### config.mk
export PLATFORM = sky130hd
export DESIGN_NAME = key_matrix_scan
export DESIGN_NICKNAME = d
export VERILOG_FILES = /design/src/rtl/key_matrix_scan.sv
export SDC_FILE = /design/constraint.sdc
export NUM_CORES = 1
export LEC_CHECK = 0
export ABC_AREA = 1
export BUFFER_PORTS_ARGS = -buffer_cell sky130_fd_sc_hd__buf_2
export CORE_UTILIZATION = 35
export DETAILED_ROUTE_END_ITERATION = 8
export MAX_ROUTING_LAYER = met4
export PLACE_DENSITY_LB_ADDON = 0.05
export SKIP_CTS_REPAIR_TIMING = 1
export SLEW_MARGIN = 10
export SYNTH_ARGS = -nofsm -noshare
export SYNTH_HDL_FRONTEND = slang
export SYNTH_SLANG_ARGS = --single-unit
### constraint.sdc
create_clock -name clk -period 6.2 [get_ports clk]
set_input_delay 0.31 -clock clk [delete_from_list [all_inputs] [get_ports clk]]
set_output_delay 0.31 -clock clk [all_outputs]
set_load 0.005 [all_outputs]
### src/rtl/key_matrix_scan.sv
// rtl/key_matrix_scan.sv - scanned key matrix with per-key debounce and press/release event port
module key_matrix_scan #(
   parameter int ROWS           = 4,
   parameter int COLS           = 4,
   parameter int SCAN_DIV       = 1000,
   parameter int DEBOUNCE_SCANS = 4,
   parameter int SYNC_STAGES    = 2,
   localparam int NKEYS         = ROWS * COLS,
   localparam int KW            = (NKEYS > 1) ? $clog2(NKEYS) : 1
) (
   input  logic             clk,
   input  logic             rst_n,
   output logic [ROWS-1:0]  row_n,
   input  logic [COLS-1:0]  col_n,
   output logic [NKEYS-1:0] key_state,
   output logic             evt_valid,
   input  logic             evt_ready,
   output logic [KW-1:0]    evt_key,
   output logic             evt_press
);

   localparam int RW = (ROWS > 1) ? $clog2(ROWS) : 1;
   localparam int CW = (COLS > 1) ? $clog2(COLS) : 1;
   localparam int DW = $clog2(SCAN_DIV);
   localparam int NW = $clog2(DEBOUNCE_SCANS) + 1;

   typedef enum logic [1:0] {SETTLE, CHECK, ADVANCE} state_t;

   state_t state, state_next;

   (* ASYNC_REG = "TRUE" *) logic [COLS-1:0] sync [SYNC_STAGES];

   logic [COLS-1:0] pressed_cols;
   logic [COLS-1:0] snap;
   logic [DW-1:0]   div;
   logic [RW-1:0]   row_idx;
   logic [CW-1:0]   col_idx;
   logic [NW-1:0]   cnt [NKEYS];

   logic [KW-1:0]   key_idx;
   logic            s;
   logic            cur;
   logic [NW-1:0]   cnt_k;
   logic            differ;
   logic            at_max;
   logic            slot_free;
   logic            stall;

   logic            capture;
   logic            check_en;
   logic            do_flip;
   logic            last_col;
   logic            row_step;

   // Column synchronizer; idles at "not pressed" so reset never looks like a key.
   always_ff @(posedge clk) begin
      if (!rst_n) begin
         for (int i = 0; i < SYNC_STAGES; i++) sync[i] <= '1;
      end else begin
         sync[0] <= col_n;
         for (int i = 1; i < SYNC_STAGES; i++) sync[i] <= sync[i-1];
      end
   end

   assign pressed_cols = ~sync[SYNC_STAGES-1];

   // Decode of the key currently under inspection and whether its flip must wait.
   always_comb begin
      key_idx   = KW'(row_idx * COLS + col_idx);
      s         = snap[col_idx];
      cur       = key_state[key_idx];
      cnt_k     = cnt[key_idx];
      differ    = (s != cur);
      at_max    = (cnt_k == NW'(DEBOUNCE_SCANS - 1));
      slot_free = !evt_valid || evt_ready;
      stall     = (state == CHECK) && differ && at_max && !slot_free;
   end

   // State register.
   always_ff @(posedge clk) begin
      if (!rst_n) state <= SETTLE;
      else        state <= state_next;
   end

   // Next-state logic: settle a row, walk its columns, then step to the next row.
   always_comb begin
      state_next = state;
      case (state)
         SETTLE:  if (div == DW'(SCAN_DIV - 1)) state_next = CHECK;
         CHECK:   if (!stall && (col_idx == CW'(COLS - 1))) state_next = ADVANCE;
         ADVANCE: state_next = SETTLE;
         default: state_next = SETTLE;
      endcase
   end

   // Control strobes derived from the current state.
   always_comb begin
      capture  = (state == SETTLE) && (div == DW'(SCAN_DIV - 1));
      check_en = (state == CHECK) && !stall;
      do_flip  = check_en && differ && at_max;
      last_col = (col_idx == CW'(COLS - 1));
      row_step = (state == ADVANCE);
   end

   // Scan sequencing: settle divider, column snapshot, column and row indices.
   always_ff @(posedge clk) begin
      if (!rst_n) begin
         div     <= '0;
         snap    <= '0;
         col_idx <= '0;
         row_idx <= '0;
      end else begin
         if (row_step)
            div <= '0;
         else if ((state == SETTLE) && !capture)
            div <= div + 1'b1;
         if (capture) begin
            snap    <= pressed_cols;
            col_idx <= '0;
         end else if (check_en && !last_col) begin
            col_idx <= col_idx + 1'b1;
         end
         if (row_step)
            row_idx <= (row_idx == RW'(ROWS - 1)) ? '0 : row_idx + 1'b1;
      end
   end

   // Per-key debounce: count consecutive disagreeing samples, flip on the last one.
   always_ff @(posedge clk) begin
      if (!rst_n) begin
         key_state <= '0;
         for (int i = 0; i < NKEYS; i++) cnt[i] <= '0;
      end else if (check_en) begin
         if (!differ) begin
            cnt[key_idx] <= '0;
         end else if (!at_max) begin
            cnt[key_idx] <= cnt_k + 1'b1;
         end else begin
            key_state[key_idx] <= s;
            cnt[key_idx]       <= '0;
         end
      end
   end

   // Single-entry event slot; a new flip may refill it in the cycle it drains.
   always_ff @(posedge clk) begin
      if (!rst_n) begin
         evt_valid <= 1'b0;
         evt_key   <= '0;
         evt_press <= 1'b0;
      end else begin
         if (evt_valid && evt_ready)
            evt_valid <= 1'b0;
         if (do_flip) begin
            evt_valid <= 1'b1;
            evt_key   <= key_idx;
            evt_press <= s;
         end
      end
   end

   // Row drive follows the row index one cycle behind; released while in reset.
   always_ff @(posedge clk) begin
      if (!rst_n) row_n <= '1;
      else        row_n <= ~(ROWS'(1) << row_idx);
   end

endmodule

* Yosys cells after proc, flatten, opt, wreduce, memory -nomap -nowiden
Memories as Yosys holds them, arrays and structs flattened.
Index checks and enable logic that the tools add are counted.
** Word-level totals
- Flip-flop bits (word level) :: 46
- Bits in writable memories :: 56
- Bits of input ports :: 7
- Output and inout port bits :: 26
- Memories :: 2
** Cells by class
- Add/sub/neg operators :: 5
- $lt $le $gt $ge :: 3
- Equal/unequal tests :: 9
- Shift operators :: 1
- Muxes and demuxes :: 36
- Bitwise logic cells :: 7
- Reduce and logical (&&, ||, !) cells :: 25
** Memory list
- cnt :: depth 16, bits a word 3, read ports 1, clocked after Yosys merged registers in 0, wr ports 16, RTL line 38 : logic [NW-1:0] cnt [NKEYS];
- sync :: depth 2, bits a word 4, read ports 2, clocked after Yosys merged registers in 0, wr ports 2, RTL line 31 : (* ASYNC_REG = "TRUE" *) logic [COLS-1:0] sync [SYNC_STAGES];
** Operators by type and width (count)
- 2-to-1 mux 1 bit :: 22
- bitwise mux 16 bit :: 1
- logical AND 1 bit :: 12
- 2-to-1 mux 4 bit :: 3
- adder 10 x 1 -> 10 bit, second input constant :: 1
- == test 10 bit, second input constant :: 1
- 2-to-1 mux 3 bit :: 3
- NOT 4 bit :: 2
- == test 2 bit, second input constant :: 3
- 2-to-1 mux 2 bit :: 3
- logical NOT 1 bit :: 5
- < comparator 4 x 5 -> 1 bit, second input constant :: 1
- adder 2 x 1 -> 2 bit, second input constant :: 2
- adder 4 x 2 -> 4 bit :: 1
- binary-select mux 1 bit (select 4 bit) :: 1
- demux 1 bit (select 4 bit) :: 1
- greater-or-equal comparator 4 x 1 -> 1 bit, second input constant :: 1
- bitwise OR 1 bit :: 4
- case mux 2 bit (2 select lines) :: 1
- OR reduction 2 bit :: 2
- left shift 1 x 2 -> 4 bit, first input constant :: 1
- adder 3 x 1 -> 3 bit, second input constant :: 1
- == test 3 x 2 -> 1 bit, second input constant :: 1
- < comparator 2 x 3 -> 1 bit, second input constant :: 1
- other kinds (12) :: 12

* Logic depth before layout (Yosys ltp)
- Word-level depth :: 16
- Mapped depth :: 18
- Gate-level depth less buffers :: 14

* Worst setup path before layout
OpenSTA, ideal clock, no wires.
- Kind :: flip-flop to flip-flop
- From :: register col_idx[0]
- To :: memory cnt[10][0] (netlist bit), enable pin
- Setup time :: 0.303 ns
- Arrival :: 2.763 ns
- Required time :: 5.897 ns
- Slack :: 3.134 ns
- Stages on the path, launching flop included :: 18
- Period minus slack after synthesis :: 3.066 ns
- Cells stage by stage :: dfxtp_1 > buf_6 > buf_4 > clkbuf_1 > clkbuf_1 > o21ai_0 > o221ai_1 > nand3_1 > nand2_1 > ha_1 > ha_1 > inv_1 > nor2_2 > nand4_1 > nand2_2 > buf_12 > nand2_4 > nand2_1
** RTL lines
- start, declared :: RTL line 37 : logic [CW-1:0] col_idx;
- start signal, assigned :: RTL line 121 : col_idx <= col_idx + 1'b1;
- end, declared :: RTL line 38

==> flow_summary.toml <==
[logic_synthesis]
yosys-top-cells-area = "edfxtp_1 29%, dfxtp_1 22%, nand2_1 9.7%, nor2_1 7.7%, inv_1 4.4%"
synth_compound_area_share_pct = 10.26
yosysWarnings = 0
synthMuxAreaShare_pct = 0
synth_area_leader_cell = "edfxtp_1"
netlist_instances = 587
ys_types = 34
ys_top_cells_by_count = "127 x nand2_1, 101 x nor2_1, 58 x inv_1"
synth_top_family_by_area = "simple AND/OR/NAND/NOR gates"
synth_adder_area_share_pct = 2.802
syn_nets = 605
synth.most_common_cell = "nand2_1"
synth_xor_area_share_pct = 0.3566
syn_avg_cell_area_sq_um = 8.368
synthArstFlopShare_pct = 0
synth-main-ff-cell = "dfxtp_1"
yosysTopAreaCellShare_pct = 29.34
synth_edf_count = 48
ys_seq_area_share_pct = 51.35
synth-simple-area-share_pct = 27.46
syn-cell-area_sq_um = 4912
ys_ff_latch = 102

[clock_network]
clock-sinks = 102
clkTransAtPathRegs_ns = 0.07
cts_max_path_buffers = 2
clock_latency_ns = 0.35
h-tree-depth = 3
cts_buffers = 9
cts_tree = "done"
cts_root_buf = "clkbuf_16"

[final_layout]
utilization_pct = 40.63
area_growth_pct = 11.26
fin_cells = 790
fillers = 1435
antenna_cells = 0
drive_gt1_share_pct = 14.01
nets = 627

[pwr]
seq_power_share_pct = 54.7
p_sw_w = 0.0002826
p_comb_share_pct = 2.4
leakage_nw = 2.356
finalPower_w = 0.001321
switching_share_pct = 21.39
power.share.clock_pct = 42.8
powerDensity_nw_per_um2 = 241.7
peakVddDrop_v = 0.0001344
intPower_w = 0.001038

[sta]
finalMaxSlewViolations = 0
hold_viol_final = 0
relSlewSlack_pct = 38.68
hold_slack_ns = 0.1352
min_period_ns = 3.767
fin_crit_sh_pct = 60.76
setup_tns_ns = 0
setup-violations-final = 0
rsz0062_at_grt = "false"
max_freq_ghz = 0.2655
clock_skew_ns = 0.006720
tightest_slew_ns = 0.9127

[place]
hpwlAfterDp_um = 8489
io_buffer_count = 32
dp_cells = 774
gp_congestion = 0.8048

[critical_path]
worstSetupStartpointType = "flop"
crit_family = "simple AND/OR/NAND/NOR gates"
worstSetupEndpointType = "flop"
crit_chain = "inv_4, o21ai_0, o22ai_1, o211ai_1, nand2_1, ha_1, ha_1, inv_1, o21ai_0, nand2_2, nand2_1, nand2_1"
cp_slowest_cell = "dfxtp_1"
path_buf_inv = 2
worstSetupPathType = "reg2reg"
crit_top_cell = "nand2_1"
max_stage_delay_ns = 0.86
cp.arrival_ns = 3.83
required_ns = 6.26
worstPathMaxFanout = 37

[routing]
drt-pass1-iter-count = 4
drt-initial-drc-count = 255
vias = 3786
drc = 0
detail_route.wl_per_cell_um = 15.56
routed_wl_um = 12300
vias_per_cell = 4.792
ant_nets = 0

[global_route]
grt_pass1_vias = 3637
grt_first_pass_wirelength_um = 19810
grt.overflow.total = 0
grt_usage_pct = 18.92
grt_max_degree = 48
grt_antenna_before_repair = 0

[floorplan]
start_util_pct = 36.51
dieWidth_um = 120.5
core_area_sq_um = 13450
die_area_sq_um = 14510
die_height_um = 120.5
row_count = 42
io_pins = 33

[run_status]
outcome = "finished clean"

[job]
maxCapViolCount = 0

[worst_hold_path]
hold_class = "in2reg"
## per-stage QoR
step / setup WS (ns) / instance area [sq um]
after detailed placement: 2.429 / 5161
final: 2.433 / 5465
after global routing: 2.005 / 5465
after floorplan: 3.134 / 4912
after CTS: 2.440 / 5465
after global placement: 2.548 / 5161
## layout make-up
class | instances | area, sq um | share of cell area, %
clock buffer | 11 | 264.0 | 4.831
clock inverter | 5 | 40.04 | 0.7326
inverter | 60 | 227.7 | 4.167
multi-input combinational | 401 | 2008 | 36.74
sequential | 102 | 2522 | 46.15
tap | 176 | 220.2 | 4.029
timing repair buffer | 35 | 182.7 | 3.342
## flip-flops by register name, indices dropped and copies added (netlist names), 2 cells and up
| signal | count |
|---|---|
| cnt | 48 |
| evt_key | 4 |
| row_n | 4 |
| snap | 4 |
| col_idx | 2 |
| div | 10 |
| state | 2 |
| row_idx | 2 |
| key_state | 16 |
| sync | 8 |
## power by group through the flow
stage | registers [W] | logic, W | clock network, W
3_5_place_dp | 0.000738 | 0.0000325 | 0
6_report | 0.000723 | 0.0000320 | 0.000566
3_3_place_gp | 0.000739 | 0.0000317 | 0
5_1_grt | 0.000725 | 0.0000372 | 0.000611
2_1_floorplan | 0.000736 | 0.0000240 | 0
4_1_cts | 0.000723 | 0.0000326 | 0.000581
## final timing paths
check / startpoint / to / slack (ns) / cells after the start
setup / recovery: col_idx[0] / cnt[15][1] / 2.43 / 12
hold / removal: col_n[0] / sync[0][0] / 0.14 / 2
setup reg to reg: col_idx[0] / cnt[15][1] / 2.43 / 12
hold reg to reg: sync[0][7] / snap[3] / 0.40 / 1
## worst reg2reg max path, stage by stage (launching register included)
cell      delay [ns]
dfxtp_1         0.86
inv_4           0.32
o21ai_0         0.29
o22ai_1         0.10
o211ai_1        0.19
nand2_1         0.10
ha_1            0.21
ha_1            0.29
inv_1           0.12
o21ai_0         0.11
nand2_2         0.49
nand2_1         0.23
nand2_1         0.18
## cell usage in the layout, fill, tap and decap left out, types with 7 or more instances in the layout
master       n
ha_1        11
nor3_1       7
or2_2        9
a21oi_1     33
buf_2       32
nand3_1     22
clkbuf_16   10
dfxtp_1     54
inv_1       58
o221ai_1     9
nor2_1     101
o21ai_0     41
nand2_4     11
nand2_1    127
edfxtp_1    48
## layer usage
metal	routed length, um	share of wire [%]	track usage [%]	vias up
met5	0	0	-	-
met4	133	1.1	5.324	0
met3	455	3.7	4.670	8
met2	5475	45	28.66	66
met1	6231	51	25.12	1755
li1	-	-	-	1957
## cell families after synthesis
group | Yosys count
xor+xnor | 2
compound gates | 91
buf+inv | 84
simple gates | 297
flops | 102
fa+ha+maj | 11
Power figures use the tool's default switching activity.
